**config.mk**
```make
export PLATFORM = sky130hd
export DESIGN_NAME = psum_accum_ctrl
export DESIGN_NICKNAME = d
export VERILOG_FILES = /design/src/rtl/sd4_mac_pkg.sv /design/src/rtl/psum_tag_pipe.sv /design/src/rtl/psum_accum_ctrl.sv
export SDC_FILE = /design/constraint.sdc
export NUM_CORES = 1
export LEC_CHECK = 0
export CAP_MARGIN = 20
export CORE_MARGIN = 2
export CORE_UTILIZATION = 40
export DETAILED_ROUTE_END_ITERATION = 12
export PLACE_DENSITY = 0.58
export SYNTH_ARGS = -nofsm -noshare
export SYNTH_HDL_FRONTEND = slang
export SYNTH_SLANG_ARGS = --single-unit
export TNS_END_PERCENT = 50
```
**constraint.sdc**
```tcl
create_clock -name clk -period 5.4 [get_ports clk]
set_clock_uncertainty 0.15 [all_clocks]
set_input_delay 1.35 -clock clk [delete_from_list [all_inputs] [get_ports clk]]
set_output_delay 1.35 -clock clk [all_outputs]
set_load 0.005 [all_outputs]
```
**src/rtl/sd4_mac_pkg.sv**
```systemverilog
// rtl/sd4_mac_pkg.sv - shared word width, zero constant and sequencer state encoding
package sd4_mac_pkg;

    localparam int PSUM_W = 16;
    localparam logic [PSUM_W-1:0] PSUM_ZERO = 16'h0000;

    typedef enum logic [2:0] {
        ST_IDLE  = 3'd0,
        ST_RUN   = 3'd1,
        ST_DRAIN = 3'd2,
        ST_FLUSH = 3'd3,
        ST_DONE  = 3'd4
    } state_t;

endpackage

```
**src/rtl/psum_tag_pipe.sv**
```systemverilog
// rtl/psum_tag_pipe.sv - PE_LAT-deep {valid, addr} shift register with in-flight address match
module psum_tag_pipe
    import sd4_mac_pkg::*;
#(
    parameter int AW     = 4,
    parameter int PE_LAT = 2
) (
    input  logic          clk,
    input  logic          rst,
    input  logic          push,
    input  logic [AW-1:0] push_addr,
    input  logic [AW-1:0] query_addr,
    output logic          last_valid,
    output logic [AW-1:0] last_addr,
    output logic          hazard,
    output logic          any_valid
);

    logic [PE_LAT-1:0] valid_q;
    logic [AW-1:0]     addr_q [PE_LAT];

    // Shifts unconditionally; a cycle without push inserts a bubble.
    always_ff @(posedge clk) begin
        if (rst) begin
            valid_q <= '0;
            for (int i = 0; i < PE_LAT; i++) addr_q[i] <= '0;
        end else begin
            valid_q[0] <= push;
            addr_q[0]  <= push_addr;
            for (int i = 1; i < PE_LAT; i++) begin
                valid_q[i] <= valid_q[i-1];
                addr_q[i]  <= addr_q[i-1];
            end
        end
    end

    always_comb begin
        hazard = 1'b0;
        for (int i = 0; i < PE_LAT; i++) begin
            if (valid_q[i] && (addr_q[i] == query_addr)) hazard = 1'b1;
        end
    end

    assign last_valid = valid_q[PE_LAT-1];
    assign last_addr  = addr_q[PE_LAT-1];
    assign any_valid  = |valid_q;

endmodule

```
**src/rtl/psum_accum_ctrl.sv**
```systemverilog
// rtl/psum_accum_ctrl.sv - psum buffer and pass sequencer around PE_row with result streaming
module psum_accum_ctrl
    import sd4_mac_pkg::*;
#(
    parameter int DEPTH  = 16,
    parameter int AW     = 4,
    parameter int PE_LAT = 2,
    parameter int PASS_W = 8
) (
    input  logic              clk,
    input  logic              rst,
    input  logic              start,
    input  logic [AW:0]       num_out,
    input  logic [PASS_W-1:0] num_pass,
    output logic              busy,
    input  logic              in_valid,
    output logic              in_ready,
    output logic [PSUM_W-1:0] psum_o,
    input  logic [PSUM_W-1:0] pe_out_i,
    output logic              res_valid,
    input  logic              res_ready,
    output logic [PSUM_W-1:0] res_data,
    output logic [AW-1:0]     res_addr,
    output logic              done
);

    state_t            state, next_state;
    logic [AW:0]       num_out_q, addr, rd;
    logic [PASS_W-1:0] num_pass_q, pass;
    logic [PSUM_W-1:0] mem [DEPTH];

    logic          hazard, tag_valid, tag_any;
    logic [AW-1:0] tag_addr;
    logic          issue, start_ok, addr_last, pass_last, rd_last;

    assign start_ok  = start && (num_out != '0) && (num_pass != '0);
    assign addr_last = (addr == num_out_q - (AW+1)'(1));
    assign rd_last   = (rd == num_out_q - (AW+1)'(1));
    assign pass_last = (pass == num_pass_q - PASS_W'(1));
    assign issue     = (state == ST_RUN) && in_valid && !hazard;

    psum_tag_pipe #(.AW(AW), .PE_LAT(PE_LAT)) u_tag_pipe (
        .clk        (clk),
        .rst        (rst),
        .push       (issue),
        .push_addr  (addr[AW-1:0]),
        .query_addr (addr[AW-1:0]),
        .last_valid (tag_valid),
        .last_addr  (tag_addr),
        .hazard     (hazard),
        .any_valid  (tag_any)
    );

    // Contents are don't-care after reset; only the write is suppressed.
    always_ff @(posedge clk) begin
        if (!rst && tag_valid) mem[tag_addr] <= pe_out_i;
    end

    always_ff @(posedge clk) begin
        if (rst) state <= ST_IDLE;
        else     state <= next_state;
    end

    always_ff @(posedge clk) begin
        if (rst) begin
            num_out_q  <= '0;
            num_pass_q <= '0;
            addr       <= '0;
            pass       <= '0;
            rd         <= '0;
        end else begin
            if ((state == ST_IDLE) && start_ok) begin
                num_out_q  <= num_out;
                num_pass_q <= num_pass;
                addr       <= '0;
                pass       <= '0;
            end
            if (issue) begin
                if (addr_last) begin
                    addr <= '0;
                    pass <= pass + PASS_W'(1);
                end else begin
                    addr <= addr + (AW+1)'(1);
                end
            end
            if (state == ST_DRAIN) rd <= '0;
            if ((state == ST_FLUSH) && res_ready) rd <= rd + (AW+1)'(1);
        end
    end

    always_comb begin
        next_state = state;
        busy       = 1'b0;
        in_ready   = 1'b0;
        psum_o     = PSUM_ZERO;
        res_valid  = 1'b0;
        res_data   = PSUM_ZERO;
        res_addr   = '0;
        done       = 1'b0;
        case (state)
            ST_IDLE: begin
                if (start_ok) next_state = ST_RUN;
            end
            ST_RUN: begin
                busy     = 1'b1;
                in_ready = !hazard;
                if (issue) begin
                    psum_o = (pass == '0) ? PSUM_ZERO : mem[addr[AW-1:0]];
                    if (addr_last && pass_last) next_state = ST_DRAIN;
                end
            end
            ST_DRAIN: begin
                busy = 1'b1;
                if (!tag_any) next_state = ST_FLUSH;
            end
            ST_FLUSH: begin
                busy      = 1'b1;
                res_valid = 1'b1;
                res_data  = mem[rd[AW-1:0]];
                res_addr  = rd[AW-1:0];
                if (res_ready && rd_last) next_state = ST_DONE;
            end
            ST_DONE: begin
                busy       = 1'b1;
                done       = 1'b1;
                next_state = ST_IDLE;
            end
            default: next_state = ST_IDLE;
        endcase
    end

endmodule

```
* After elaboration in Yosys (flattened, before gate mapping)
Memories as Yosys holds them, arrays and structs flattened. A register that Yosys moved wholly into a read port is not among the register bits.
Index checks and enable logic that the tools add are counted.
** Operators by class
- Add/subtract/negate cells :: 5
- Eq/ne operators :: 14
- Muxes and demuxes :: 36
- Bitwise gates (word level) :: 2
- Reduce and logical (&&, ||, !) cells :: 22
** Operator list (number)
- $mux W16 :: 4
- $mux W4 :: 7
- $mux W5 :: 5
- $mux W8 :: 3
- $mux W3 :: 5
- $pmux W3 S4 :: 1
- $logic_and A1 B1 Y1 :: 11
- $mux W1 :: 11
- $add A5 B1 Y5 const B :: 2
- $eq A5 B5 Y1 :: 2
- $add A8 B1 Y8 const B :: 1
- $eq A4 B4 Y1 :: 2
- $eq A8 B8 Y1 :: 1
- $logic_not A8 Y1 :: 1
- $reduce_bool A8 Y1 :: 1
- $sub A8 B1 Y8 const B :: 1
- $eq A3 B2 Y1 const B :: 2
- $ne A2 B1 Y1 const B :: 3
- $reduce_and A5 Y1 :: 1
- $reduce_bool A5 Y1 :: 1
- $sub A5 B1 Y5 const B :: 1
- $ne A2 B2 Y1 const B :: 2
- $reduce_bool A2 Y1 :: 2
- $reduce_or A4 Y1 :: 1
- 6 further kinds :: 8
** Storage, ports and cells
- Register bits :: 36
- Bits in writable memories :: 264
- Bits of input ports :: 34
- Output and inout port bits :: 40
- Word-level logic and storage cells :: 88
- Memories kept :: 2
** Memory list
- mem :: depth 16, bits a word 16, rd ports 2, clocked after Yosys merged registers in 2, wr ports 1, RTL line psum_accum_ctrl.sv:30 : logic [PSUM_W-1:0] mem [DEPTH];
- u_tag_pipe.addr_q :: depth 2, bits a word 4, rd ports 2, clocked after Yosys merged registers in 0, wr ports 2, RTL line psum_tag_pipe.sv:20 : logic [AW-1:0] addr_q [PE_LAT];

* Longest topological paths before layout
- Word-level depth :: 9
- Depth in mapped cells :: 10
- Mapped depth without buffers :: 8

* Hierarchy
From an unflattened synthesis, not the netlist that was laid out.
** Second synthesis, totals
- Cell total of the unflattened synthesis :: 856
- Area total of the unflattened synthesis :: 14606.5 µm²
** By module, submodules not included
- psum_accum_ctrl :: instances 1, cells an instance 815, area each 14209.9 µm², seq. area each 8528.2 µm²
- psum_tag_pipe :: instances 1, cells an instance 41, area each 396.6 µm², seq. area each 200.2 µm²

* Worst setup path before layout
No wires, ideal clock.
- Path type :: input to register
- Start :: in rst
- End :: mem mem[1][0] (enable)
- Setup time :: 0.409 ns
- Arrival :: 3.120 ns
- Data required time :: 4.841 ns
- Path slack :: 1.721 ns
- Stages on the path :: 3
- Path buffers :: 0
- Cell sequence :: nand2b_1 or3b_2 nor3_1
** On the way
- Cells in the longest elaborated chain, start to end :: 4
** RTL lines
- from (decl) :: RTL line psum_accum_ctrl.sv:11 : input logic rst,
- $logic_not A1 Y1 :: RTL line psum_accum_ctrl.sv:56 : if (!rst && tag_valid) mem[tag_addr] <= pe_out_i;
- $logic_and A1 B1 Y1 :: RTL line psum_accum_ctrl.sv:56
- $mux W1 :: RTL line psum_accum_ctrl.sv:56
- $mux W1 (implied by the code) :: RTL line psum_accum_ctrl.sv:56
- to (decl) :: RTL line psum_accum_ctrl.sv:30
No other way between the ends.

* Worst setup path in the final report
- Start :: in in_valid
- End :: out psum_o[14]
** On the way
- Cells in the longest elaborated chain, start to end :: 4
** RTL lines
- from (decl) :: RTL line psum_accum_ctrl.sv:16 : input logic in_valid,
- $logic_and A1 B1 Y1 (2 in series) :: RTL line psum_accum_ctrl.sv:40 : assign issue = (state == ST_RUN) && in_valid && !hazard;
- $mux W16 :: RTL line psum_accum_ctrl.sv:107 : if (issue) begin
- $mux W16 :: RTL line psum_accum_ctrl.sv:100 : case (state)
- to (decl) :: RTL line psum_accum_ctrl.sv:18 : output logic [PSUM_W-1:0] psum_o,
No other way between the ends.

==> out/qor.yml <==
path_clk_slew_ns: 0.06
overflow: 0
syn-cell-area_um2: 14500
clkSinkCount: 308
path_class: "input port to output pin"
grt_pass1_wl_mm: 52.8
setup_viol: 0
grt_max_degree: 49
placed_cell_area_um2: 15900
tightest_slew_ns: 0.931
die_y_um: 194
cap_viol_max_count: 0
antenna_cells: 0
drc: 0
final.period_utilization_pct: 90.6
htreeDepth: 2
synth_edf_count: 256
yosysWarnings: 0
drive_above_1_share_pct: 29.0
clk-insertion-delay-late_ns: 0.50
area_growth_pct: 17.0
port_buffers: 73
clkPwrFrac_pct: 43.7
yosys-top-cells-area: "edfxtp_1, mux4_2, dfxtp_1"
tns_ns: 0
power_frac_comb_pct: 3.9
start_util_pct: 40.7
required_ns: 3.90
r2r_cells: 6
rsz0062_at_grt: "no"
min_period_ns: 4.89
num_io_pins: 74
cts-buffers-inserted: 36
drt_first_pass_iters: 5
layout_setup_ws_ns: 0.510
cp_max_fo: 9
synth.avg_cell_area_um2: 17.8
routabilityCongestion: 0.764
cts-root-buf: "clkbuf_16"
cp-start-kind: "input port"
status: "finished clean"
timing.fmax_mhz: 204
synth_ff_type: "edfxtp_1"
cts.repair.resized: 0
slew_headroom_pct: 37.9
syn_nets: 854
p_switching_mw: 1.02
clockBufferDepth: 3
p_leak_nw: 5.18
synth_top_area_share_pct: 53.1
grt_pass1_vias: 8361
hpwl_mm: 21.6
vias: 7912
core_area_um2: 35600
synth_top_area_cell: "edfxtp_1"
report.final.slew_viol_count: 0
synth.distinct_cells: 53
cell_internal_pwr_mw: 3.95
hold_slack_ns: 0.328
synthArstFlopShare_pct: 0
endpoint_kind: "output pin"
final_hold_viol_count: 0
final_area_um2: 16900
wl_mm: 34.8
postRouteAntennaNets: 0
post_cts_buffers: 0
initialDrtViolationCount: 624
hold_path_depth: 1
antenna_found_initial: 1
totalPowerFinal_mw: 4.97
die_w_um: 194
pwr-share-seq_pct: 52.3
p_sw_share_pct: 20.6
hold_path_class: "flip-flop to flip-flop"
dieArea_um2: 37700
post_drt_via_cell_ratio: 5.71
arrival_ns: 3.39
dp_slack_ns: 0.542
ys_ff_latch: 308
syn_inst: 814
hold_buffers: 0
yosysSeqAreaShare_pct: 60.3
wire_per_inst_um: 25.1
nNetsFinal: 939
power.density_nw_per_um2: 294
track_usage_pct: 18.8
cts_tree: "yes"
rows: 69
peakVddDrop_v: 0.000179
==> cells by family after synthesis <==
| family | synth area share, % |
|---|---|
| compound gates | 2.00 |
| xor+xnor | 2.18 |
| fa+ha+maj | 0.518 |
| buf+inv | 2.35 |
| flops | 60.3 |
| mux | 26.0 |
| simple gates | 6.68 |
==> through the flow <==
stage               std cells  util, %
floorplan                 814        -
global placement         1322     44.7
detailed placement       1322     44.7
CTS                      1386     47.6
global route             1386     47.6
finish                   1386     47.6
==> path summary, 6_finish.rpt <==
kind | slack (ns) | start | end
worst max register to register | 2.75 | state[1] | flip-flop
worst min-delay path | 0.33 | u_tag_pipe.addr_q[0][2] | u_tag_pipe.addr_q[0][6]
worst min register to register | 0.33 | u_tag_pipe.addr_q[0][2] | u_tag_pipe.addr_q[0][6]
worst max-delay path | 0.51 | in_valid | psum_o[14]
==> state kept, by name, indices dropped and copies added, names as in the netlist, named ones only <==
name / count
pass: 8
mem: 256
num_pass_q: 8
u_tag_pipe.addr_q: 8
rd: 5
addr: 5
num_out_q: 5
state: 3
u_tag_pipe.valid_q: 2
==> power groups by stage <==
stage / clock [mW] / combinational (mW) / sequential [mW]
3_5_place_dp: 0 / 0.198 / 2.65
4_1_cts: 2.22 / 0.199 / 2.60
5_1_grt: 2.32 / 0.215 / 2.60
3_3_place_gp: 0 / 0.196 / 2.65
6_report: 2.17 / 0.196 / 2.60
2_1_floorplan: 0 / 0.132 / 2.64
==> placed cells by master (no fill, tap or decap), drive strengths merged, types with 3 or more instances in the layout <==
cell type      synthesis  layout
nand2                 13      13
a211oi                 3       3
ha                     6       6
and2                  21      21
a21o                   3       3
xor2                  10      10
nor2                  42      42
edfxtp               256     256
o21bai                 3       3
mux2i                 16      16
nand2b                 8       8
a22oi                  3       3
nand3                 11      11
or4                    3       3
xnor2                 26      26
mux4                 160     160
and3                   9       9
nor2b                 27      27
inv                   14      14
or3                    3       3
nor4                   4       4
clkdlybuf4s50          0      73
buf                   34      31
dfxtp                 52      52
nor3                  18      18
clkbuf                23      48
o21ai                 15      15
nand4                  5       5
a21oi                  5       5
nor3b                  4       4
clkinv                 0      16
==> cell type report <==
class	instances	area [um^2]
flip-flops and latches	308	8740
multi-input cells	435	5470
repair buffers	104	1050
clock inverters	16	67.6
well taps	461	577
fillers	3050	18600
inverters	14	52.6
clock buffers	48	977
==> critical path: stages <==
cell and delay (ns):
clkdlybuf4s50_1 0.53, nand3_2 0.34, buf_4 0.34, nor2b_1 0.26
clkdlybuf4s50_1 0.56
==> synthesized netlist by cell type, types with 5 or more instances <==
master and count:
edfxtp_1 256, mux4_2 160, dfxtp_1 52, nor2_1 41, nor2b_1 27, xnor2_1 26
clkbuf_1 23, and2_1 21, nor3_1 18, mux2i_1 16, buf_4 14, inv_1 14
nand2_1 13, buf_2 11, nand3_1 10, xor2_1 10, and3_1 9, o21ai_0 9
buf_1 8, nand2b_1 8, ha_1 6, a21oi_1 5, nand4_1 5, o21ai_1 5
==> routing by layer <==
layer | GRT usage, % | part of all wire, % | vias up
li1 | - | - | 3495
met1 | 25.2 | 43 | 4173
met2 | 32.3 | 51 | 194
met3 | 2.75 | 4.6 | 48
met4 | 4.38 | 1.8 | 2
met5 | 0 | 0.037 | -
Note: power is estimated with default switching activity, not from simulation.
